### config.mk
export PLATFORM = sky130hd
export DESIGN_NAME = alu_arbiter_flat
export DESIGN_NICKNAME = d
export VERILOG_FILES = /design/src/rtl/alu_pkg.sv /design/src/rtl/alu_arbiter_if.sv /design/src/rtl/rr_arb2.sv /design/src/rtl/alu_arbiter.sv /design/src/flat_wrapper.sv
export SDC_FILE = /design/constraint.sdc
export NUM_CORES = 1
export LEC_CHECK = 0
export ABC_AREA = 1
export CAP_MARGIN = 20
export CELL_PAD_IN_SITES_DETAIL_PLACEMENT = 2
export CELL_PAD_IN_SITES_GLOBAL_PLACEMENT = 2
export CORE_MARGIN = 1.5
export CORE_UTILIZATION = 22
export CTS_BUF_LIST = sky130_fd_sc_hd__clkbuf_16
export CTS_CLUSTER_SIZE = 12
export DETAILED_ROUTE_END_ITERATION = 10
export GPL_TIMING_DRIVEN = 0
export PLACE_DENSITY_LB_ADDON = 0.3
export SYNTH_ARGS = -nofsm -noshare
export SYNTH_HDL_FRONTEND = slang
export SYNTH_SLANG_ARGS = --single-unit
export TNS_END_PERCENT = 10
### constraint.sdc
create_clock -name clk -period 3.55 [get_ports clk]
set_clock_uncertainty 0.05 [all_clocks]
set_input_delay 0.355 -clock clk [delete_from_list [all_inputs] [get_ports clk]]
set_output_delay 0.355 -clock clk [all_outputs]
set_load 0.01 [all_outputs]
### src/rtl/alu_pkg.sv
// alu_pkg: shared definitions for the ALU arbiter slice.
//   - ALU_CTRL_W / NUM_REQ / DATA_W : widths and requester count
//   - NOP..SLT                      : ALU opcode encodings
//   - req_t                         : one queued ALU operation
package alu_pkg;

    localparam int ALU_CTRL_W = 5;
    localparam int NUM_REQ    = 2;
    localparam int DATA_W     = 32;

    // Opcodes stay plain constants rather than an enum: values above SLT
    // are legal on the wire and are forwarded untouched.
    localparam logic [ALU_CTRL_W-1:0] NOP = 5'd0;
    localparam logic [ALU_CTRL_W-1:0] ADD = 5'd1;
    localparam logic [ALU_CTRL_W-1:0] SUB = 5'd2;
    localparam logic [ALU_CTRL_W-1:0] AND = 5'd3;
    localparam logic [ALU_CTRL_W-1:0] OR  = 5'd4;
    localparam logic [ALU_CTRL_W-1:0] XOR = 5'd5;
    localparam logic [ALU_CTRL_W-1:0] NOR = 5'd6;
    localparam logic [ALU_CTRL_W-1:0] SL  = 5'd7;
    localparam logic [ALU_CTRL_W-1:0] SR  = 5'd8;
    localparam logic [ALU_CTRL_W-1:0] SLT = 5'd9;

    typedef struct packed {
        logic [ALU_CTRL_W-1:0] ctrl;
        logic                  sign;
        logic [DATA_W-1:0]     in1;
        logic [DATA_W-1:0]     in2;
    } req_t;

endpackage

### src/rtl/alu_arbiter_if.sv
// alu_arbiter_if: request/response bundle between the requesters and the
// ALU arbiter.
//   req_valid/req_ready  : per-requester request handshake
//   req_ctrl/sign/in1/in2: per-requester operation
//   resp_valid/resp_ready: per-requester response handshake
//   resp_out/resp_zero   : shared result bus, owned by the valid requester
// Modports: master = requester side, slave = arbiter side.
interface alu_arbiter_if;
    import alu_pkg::*;

    logic [NUM_REQ-1:0]                 req_valid;
    logic [NUM_REQ-1:0]                 req_ready;
    logic [NUM_REQ-1:0][ALU_CTRL_W-1:0] req_ctrl;
    logic [NUM_REQ-1:0]                 req_sign;
    logic [NUM_REQ-1:0][DATA_W-1:0]     req_in1;
    logic [NUM_REQ-1:0][DATA_W-1:0]     req_in2;
    logic [NUM_REQ-1:0]                 resp_valid;
    logic [NUM_REQ-1:0]                 resp_ready;
    logic [DATA_W-1:0]                  resp_out;
    logic                               resp_zero;

    modport master (
        output req_valid, req_ctrl, req_sign, req_in1, req_in2, resp_ready,
        input  req_ready, resp_valid, resp_out, resp_zero
    );

    modport slave (
        input  req_valid, req_ctrl, req_sign, req_in1, req_in2, resp_ready,
        output req_ready, resp_valid, resp_out, resp_zero
    );

endinterface

### src/rtl/rr_arb2.sv
// rr_arb2: two-input round-robin arbiter (purely combinational).
//   req[1:0] : requests
//   en       : grant enable (downstream can take a new entry)
//   last     : id of the most recently granted requester
//   gnt[1:0] : one-hot grant, all zero when en is low or nothing requests
//   gnt_id   : index of the winner (meaningful when gnt is non-zero)
// The last pointer is owned and updated by the caller.
module rr_arb2
    import alu_pkg::*;
(
    input  logic [NUM_REQ-1:0] req,
    input  logic               en,
    input  logic               last,
    output logic [NUM_REQ-1:0] gnt,
    output logic               gnt_id
);

    always_comb begin
        // NOTE: every output gets a default before the case so no path leaves
        // it unassigned, which would otherwise infer a latch.
        gnt_id = 1'b0;
        gnt    = '0;
        case (req)
            2'b10:   gnt_id = 1'b1;
            2'b11:   gnt_id = ~last;   // tie goes to whoever did not win last
            default: gnt_id = 1'b0;
        endcase
        if (en && (req != '0)) begin
            gnt = gnt_id ? 2'b10 : 2'b01;
        end
    end

endmodule

### src/rtl/alu_arbiter.sv
// alu_arbiter: shares one combinational ALU between two requesters.
// Round-robin grant feeds an issue register that drives the ALU; a response
// register captures the ALU result. Both stages advance independently so
// one result per cycle flows while the owner keeps resp_ready high.
//   clk, reset_n             : clock, asynchronous active-low reset
//   bus (slave)              : request/response handshakes and data
//   alu_ctrl/sign/in1/in2    : ALU operand drive (zero while issue is empty)
//   alu_out/alu_zero         : ALU result, sampled into the response stage
module alu_arbiter
    import alu_pkg::*;
(
    input  logic                  clk,
    input  logic                  reset_n,
    alu_arbiter_if.slave          bus,
    output logic [ALU_CTRL_W-1:0] alu_ctrl,
    output logic                  alu_sign,
    output logic [DATA_W-1:0]     alu_in1,
    output logic [DATA_W-1:0]     alu_in2,
    input  logic [DATA_W-1:0]     alu_out,
    input  logic                  alu_zero
);

    // Issue stage
    logic iss_v;
    logic iss_id;
    req_t iss_q;

    // Response stage
    logic              rsp_v;
    logic              rsp_id;
    logic [DATA_W-1:0] rsp_out;
    logic              rsp_zero;

    logic last;

    logic               drain;
    logic               adv;
    logic               acc;
    logic [NUM_REQ-1:0] gnt;
    logic               gnt_id;
    logic               accept;
    req_t               sel;

    // Response leaves when its owner takes it; issue moves on when the
    // response slot is empty or emptying; a new request can enter when the
    // issue slot is empty or moving on.
    assign drain = rsp_v & bus.resp_ready[rsp_id];
    assign adv   = iss_v & (~rsp_v | drain);
    assign acc   = ~iss_v | adv;

    rr_arb2 u_arb (
        .req    (bus.req_valid),
        .en     (acc),
        .last   (last),
        .gnt    (gnt),
        .gnt_id (gnt_id)
    );

    assign accept        = |gnt;
    assign bus.req_ready = gnt;

    always_comb begin
        sel.ctrl = bus.req_ctrl[gnt_id];
        sel.sign = bus.req_sign[gnt_id];
        sel.in1  = bus.req_in1[gnt_id];
        sel.in2  = bus.req_in2[gnt_id];
    end

    // last resets to 1 so requester 0 wins the first tie.
    // NOTE: state registers use non-blocking assignments so every flop
    // samples the pre-edge values of the others.
    always_ff @(posedge clk or negedge reset_n) begin
        if (!reset_n) begin
            iss_v  <= 1'b0;
            iss_id <= 1'b0;
            // NOTE: payload registers are reset too; resp_out and the ALU
            // drive must read zero out of reset, not just the valid bits.
            iss_q  <= '0;
            last   <= 1'b1;
        end else if (accept) begin
            iss_v  <= 1'b1;
            iss_id <= gnt_id;
            iss_q  <= sel;
            last   <= gnt_id;
        end else if (adv) begin
            iss_v  <= 1'b0;
        end
    end

    always_ff @(posedge clk or negedge reset_n) begin
        if (!reset_n) begin
            rsp_v    <= 1'b0;
            rsp_id   <= 1'b0;
            rsp_out  <= '0;
            rsp_zero <= 1'b0;
        end else if (adv) begin
            rsp_v    <= 1'b1;
            rsp_id   <= iss_id;
            rsp_out  <= alu_out;
            rsp_zero <= alu_zero;
        end else if (drain) begin
            rsp_v    <= 1'b0;
        end
    end

    // ALU sees only registered operands; an empty issue slot drives a NOP.
    always_comb begin
        alu_ctrl = NOP;
        alu_sign = 1'b0;
        alu_in1  = '0;
        alu_in2  = '0;
        if (iss_v) begin
            alu_ctrl = iss_q.ctrl;
            alu_sign = iss_q.sign;
            alu_in1  = iss_q.in1;
            alu_in2  = iss_q.in2;
        end
    end

    assign bus.resp_valid = {rsp_v & rsp_id, rsp_v & ~rsp_id};
    assign bus.resp_out   = rsp_out;
    assign bus.resp_zero  = rsp_zero;

endmodule

### src/flat_wrapper.sv
// flat-port wrapper written by rule: the top's interface ports become plain ports
module alu_arbiter_flat import alu_pkg::*;
  (clk, reset_n, alu_ctrl, alu_sign, alu_in1, alu_in2, alu_out, alu_zero, bus_req_valid, bus_req_ctrl, bus_req_sign, bus_req_in1, bus_req_in2, bus_resp_ready, bus_req_ready, bus_resp_valid, bus_resp_out, bus_resp_zero);
  alu_arbiter_if bus_i ();
  input  logic clk;
  input  logic reset_n;
  output logic [ALU_CTRL_W-1:0] alu_ctrl;
  output logic alu_sign;
  output logic [DATA_W-1:0] alu_in1;
  output logic [DATA_W-1:0] alu_in2;
  input  logic [DATA_W-1:0] alu_out;
  input  logic alu_zero;
  input wire logic [$bits(bus_i.req_valid)-1:0] bus_req_valid;
  input wire logic [$bits(bus_i.req_ctrl)-1:0] bus_req_ctrl;
  input wire logic [$bits(bus_i.req_sign)-1:0] bus_req_sign;
  input wire logic [$bits(bus_i.req_in1)-1:0] bus_req_in1;
  input wire logic [$bits(bus_i.req_in2)-1:0] bus_req_in2;
  input wire logic [$bits(bus_i.resp_ready)-1:0] bus_resp_ready;
  output wire logic [$bits(bus_i.req_ready)-1:0] bus_req_ready;
  output wire logic [$bits(bus_i.resp_valid)-1:0] bus_resp_valid;
  output wire logic [$bits(bus_i.resp_out)-1:0] bus_resp_out;
  output wire logic [$bits(bus_i.resp_zero)-1:0] bus_resp_zero;
  assign bus_i.req_valid = bus_req_valid;
  assign bus_i.req_ctrl = bus_req_ctrl;
  assign bus_i.req_sign = bus_req_sign;
  assign bus_i.req_in1 = bus_req_in1;
  assign bus_i.req_in2 = bus_req_in2;
  assign bus_i.resp_ready = bus_resp_ready;
  assign bus_req_ready = bus_i.req_ready;
  assign bus_resp_valid = bus_i.resp_valid;
  assign bus_resp_out = bus_i.resp_out;
  assign bus_resp_zero = bus_i.resp_zero;
  alu_arbiter u_core (.clk(clk), .reset_n(reset_n), .bus(bus_i), .alu_ctrl(alu_ctrl), .alu_sign(alu_sign), .alu_in1(alu_in1), .alu_in2(alu_in2), .alu_out(alu_out), .alu_zero(alu_zero));
endmodule
# [Yosys cells after proc, flatten, opt, wreduce, memory -nomap -nowiden]
# Cells that the tools add are included.
[word_totals] out_inout_bits=107 romBits=0 reg_bits=108 memories=0 latch_bits=0 elab_cells=51 in_bits=179 mem_bits_rw=0
[classes] bitwise=10 div=0 n_mul=0 order_cmp=2 add_sub_neg=0 shifts=0 n_eq_ne=2 n_reduce_logical=5 mux=21
[op_table] cell="$mux 32" count=6
[op_table] cell="$mux 5" count=3
[op_table] cell="$mux 1" count=9
[op_table] cell="$reduce_bool 2->1" count=3
[op_table] cell="$and 1x1->1" count=4
[op_table] cell="$eq 2x2->1 const B" count=2
[op_table] cell="$lt 1x2->1 const B" count=2
[op_table] cell="$mux 2" count=2
[op_table] cell="$not 1->1" count=4
[op_table] cell="$or 1x1->1" count=2
[op_table] cell="$pmux 1 s2" count=1
[op_table] cell="$reduce_or 2->1" count=1
[op_table] cell="$logic_and 1x1->1" count=1

# [Longest topological paths before layout]
[depth] word_depth=10 ltp_mapped=8 mapped_depth_nobuf=6

# [Cells and area by module]
# Synthesis repeated with hierarchy kept, for this count alone.
[hier_totals] cells_unflattened=780 hier_area_um2=5708.0
[by_module_without_submodules] module="alu_arbiter" area_each_um2=5671.7 cells_per_inst=772 n_inst=1 seq_area_each_um2=2703.8
[by_module_without_submodules] module="rr_arb2" area_each_um2=36.3 cells_per_inst=8 n_inst=1 seq_area_each_um2=0.0

# [Least setup slack after synthesis]
# No wires, ideal clock.
[synth_timing] kind="register to output" start="register u_core.last" end="output bus_req_ready[0]" path_slack_ns=1.916 n_path_buf=1 path_stages_with_launch=6 required_ns=3.145 t_arrival_ns=1.229 cell_sequence="dfstp_2 nand2_1 nand2_1 buf_2 inv_1 nor2_1"
[synth_via] elab_chain_len=4
[synth_rtl] element="start: declaration" line="alu_arbiter.sv:34" text="logic last;"
[synth_rtl] element="start signal: assignment" line="alu_arbiter.sv:84" text="last <= gnt_id;"
[synth_rtl] element="$not 1->1" line="rr_arb2.sv:25" text="2'b11: gnt_id = ~last;"
[synth_rtl] element="$pmux 1 s2" line="rr_arb2.sv:23" text="case (req)"
[synth_rtl] element="$mux 2" line="rr_arb2.sv:29" text="gnt = gnt_id ? 2'b10 : 2'b01;"
[synth_rtl] element="$mux 2" line="rr_arb2.sv:28" text="if (en && (req != '0)) begin"
[synth_rtl] element="end: declaration" line="flat_wrapper.sv:19" text="output wire logic [$bits(bus_i.req_ready)-1:0] bus_req_ready;"
# No other way between the ends.

# [Final worst setup path]
[layout_timing] start="register u_core.last" end="output bus_req_ready[1]"
# Same word-level chain as after synthesis.

==> impl_metrics.csv <==
group,metric,value,unit
timing,slew_viol_final,0,
logic_synthesis,syn-cell-area,5840,µm²
cells_and_area,stdcell_count,1496,
clocking,cts_max_level,3,
logic_synthesis,ys_warn_count,0,
routing,drc,0,
cells_and_area,area_delta_synth_final,61.5,%
clocking,clock_latency,0.36,ns
logic_synthesis,synth_seq_cells,108,
power,peakVddDrop,0.307,mV
timing,finalHoldViolCount,0,
logic_synthesis,syn_avg_cell_area,6.81,µm²
logic_synthesis,syn_nets,1036,
routing,wl_per_cell,17.0,µm
hold_path,hold_end,"u_core.last",
clocking,cts_tree,"built",
timing,post-route-min-period,3.09,ns
placement,port_buffers,284,
die,core,26100,µm²
clocking,clockRootBuffer,"clkbuf_16",
hold_path,hp-class,"reg2reg",
die,die-width,166,µm
routing,ant_nets,0,
critical_path,reg2reg_slack,1.50,ns
die,dieArea,27500,µm²
global_route,grt_overflow,0,
logic_synthesis,netlist_instances,857,
critical_path,cp.required,3.14,ns
routing,vias,6666,
logic_synthesis,ys_async_sr_fraction,1.00,
clocking,numCtsBuffers,9,
timing,fin_crit_sh,0.870,
power,pwr_density_cell,770,nW/µm²
logic_synthesis,yosysSeqAreaShare,0.463,
logic_synthesis,synthFlopType,"dfrtp_1",
timing,setup_violations,0,
critical_path,criticalPathCategory,"reg2out",
global_route,antenna_found_initial,3,
placement,dp_cells,1477,
critical_path,r2r_end,"u_core.iss_q[2]",
clocking,clk_pin_slew,0.07,ns
hold_path,min_from,"u_core.last",
power,p_leak,5.00,nW
job,drv_cap,0,
global_route,grt_pass1_vias,7075,
critical_path,endpoint_kind,"primary output",
die,num_io_pins,286,
timing,rsz0062_at_grt,"no",
routing,vias_per_cell,4.46,
logic_synthesis,yosysTopAreaCell,"dfrtp_1",
critical_path,cp.arrival,2.68,ns
run_status,run_status,"completed",
logic_synthesis,synth-edff-count,0,
cells_and_area,fin_nets,1333,
timing,tightestPinTransition,0.704,ns
clocking,clk_path_buf_depth,2,
clocking,clock_sinks,108,
critical_path,path_max_fanout,10,
global_route,grt_pass1_wl,40.1,mm
timing,timing.setup.tns,0,ns
placement,gp_congestion,0.729,
cells_and_area,n_fill_cell,3068,
timing,slew_headroom,0.531,
die,die_h,166,µm
global_route,grt_max_degree,56,
logic_synthesis,synth_most_common_cell,"nand2_1",
placement,place_hpwl,19.5,mm
critical_path,critPathLaunchType,"register",
die,num_rows,59,
hold_path,worstHoldPathCells,2,
timing,fmax,0.324,GHz
critical_path,r2r_cells,7,
routing,drt_iter0_drc,257,
routing,finalWirelength,25.4,mm
logic_synthesis,ys_top_cells_by_area,"dfrtp_1, nand2_1, nand3_1, inv_1, clkbuf_1",
critical_path,r2r-start,"u_core.last",
die,initial_core_util,0.224,
logic_synthesis,yosysUniqueCellTypes,14,
clocking,cts_setup_buffers,0,
cells_and_area,drive_gt1_frac,0.0406,
logic_synthesis,synthTopCellsByCount,"nand2_1, nand3_1, dfrtp_1",
routing,drtPass1Iterations,4,
global_route,grt_usage,0.186,
logic_synthesis,synth_top_area_frac,0.459,
[layout by cell type, fill, tap and decap left out, types with 2 or more instances in the layout]
cell	synthesis	final
inv_1	75	75
nand3_1	174	174
inv_8	0	3
buf_2	17	17
nand2_2	2	2
clkbuf_1	32	32
clkdlybuf4s50_1	0	283
buf_6	8	9
dfrtp_1	107	107
nand2_1	430	430
clkbuf_16	0	9
buf_1	6	6
diode_2	0	2
nor2_1	2	2
[per-stage QoR]
step                instance area (µm²)  hold slack, ns   util  total power, mW  setup WS, ns
floorplan                          5840         0.00941      -             4.10          1.92
global placement                   9100           0.403  0.349             6.22         -2.77
detailed placement                 9130           0.318  0.350             6.36         0.370
CTS                                9420           0.418  0.362             7.43         0.326
global route                       9430           0.448  0.362             7.89         0.205
finish                             9430           0.414  0.362             7.26         0.461
[logic make-up after synthesis]
family,count (synthesis),share of synthesized area
DFF,108,0.463
buffers and inverters,138,0.103
and+or+nand+nor,611,0.434
[final cells by class]
class / count / area (µm²) / share of cell area
Sequential cell: 108 / 2700 / 0.287
Tap cell: 335 / 419 / 0.0445
Inverter: 75 / 282 / 0.0299
Antenna cell: 2 / 5.00 / 0.000531
Buffer: 63 / 318 / 0.0337
Clock inverter: 7 / 58.8 / 0.00624
Clock buffer: 9 / 225 / 0.0239
Timing Repair Buffer: 286 / 2880 / 0.306
Multi-Input combinational cell: 611 / 2530 / 0.269
[metal layers]
metal | vias up | part of all wire | track usage
met1 | 3245 | 0.44 | 0.234
met2 | 177 | 0.50 | 0.326
met5 | - | 0.00051 | 0
li1 | 3223 | - | -
met3 | 19 | 0.050 | 0.0388
met4 | 2 | 0.011 | 0.0419
[critical path: stages, from the launching register on]
cell             delay [ns]
dfstp_2                0.53
nand2_1                0.27
nand2_1                0.43
buf_2                  0.31
inv_1                  0.08
nand2_1                0.11
inv_1                  0.07
clkdlybuf4s50_1        0.52
[power by group]
part	switching [mW]	internal (mW)
combinational	2.21	1.86
clock	0.534	0.491
sequential	0.336	1.83
total	3.08	4.18
[registers in the layout, summed over array words and instances (netlist names)]
register              cells
u_core.bus.resp_out      32
u_core.bus.resp_zero      1
u_core.iss_id             1
u_core.iss_q             70
u_core.iss_v              1
u_core.last               1
u_core.rsp_id             1
u_core.rsp_v              1
[how the worst max path moves through the flow]
stage | startpoint | endpoint | slack, ns | depth (start not counted)
final | u_core.last | bus_req_ready[1] | 0.46 | 7
after global routing | u_core.last | bus_req_ready[1] | 0.21 | 7
after CTS | u_core.last | bus_req_ready[1] | 0.33 | 7
after detailed placement | bus_req_valid[0] | bus_req_ready[1] | 0.37 | 8
after global placement | reset_n | u_core.iss_q[16] | -2.77 | 1
after floorplan | u_core.last | bus_req_ready[0] | 1.92 | 5
[what timing repair did]
item / in CTS / in global routing
resized for setup: 0 / 0
hold buffers: 1 / 0
endpoints found under the hold margin: 53 / 0
Power figures use the tool's default switching activity.
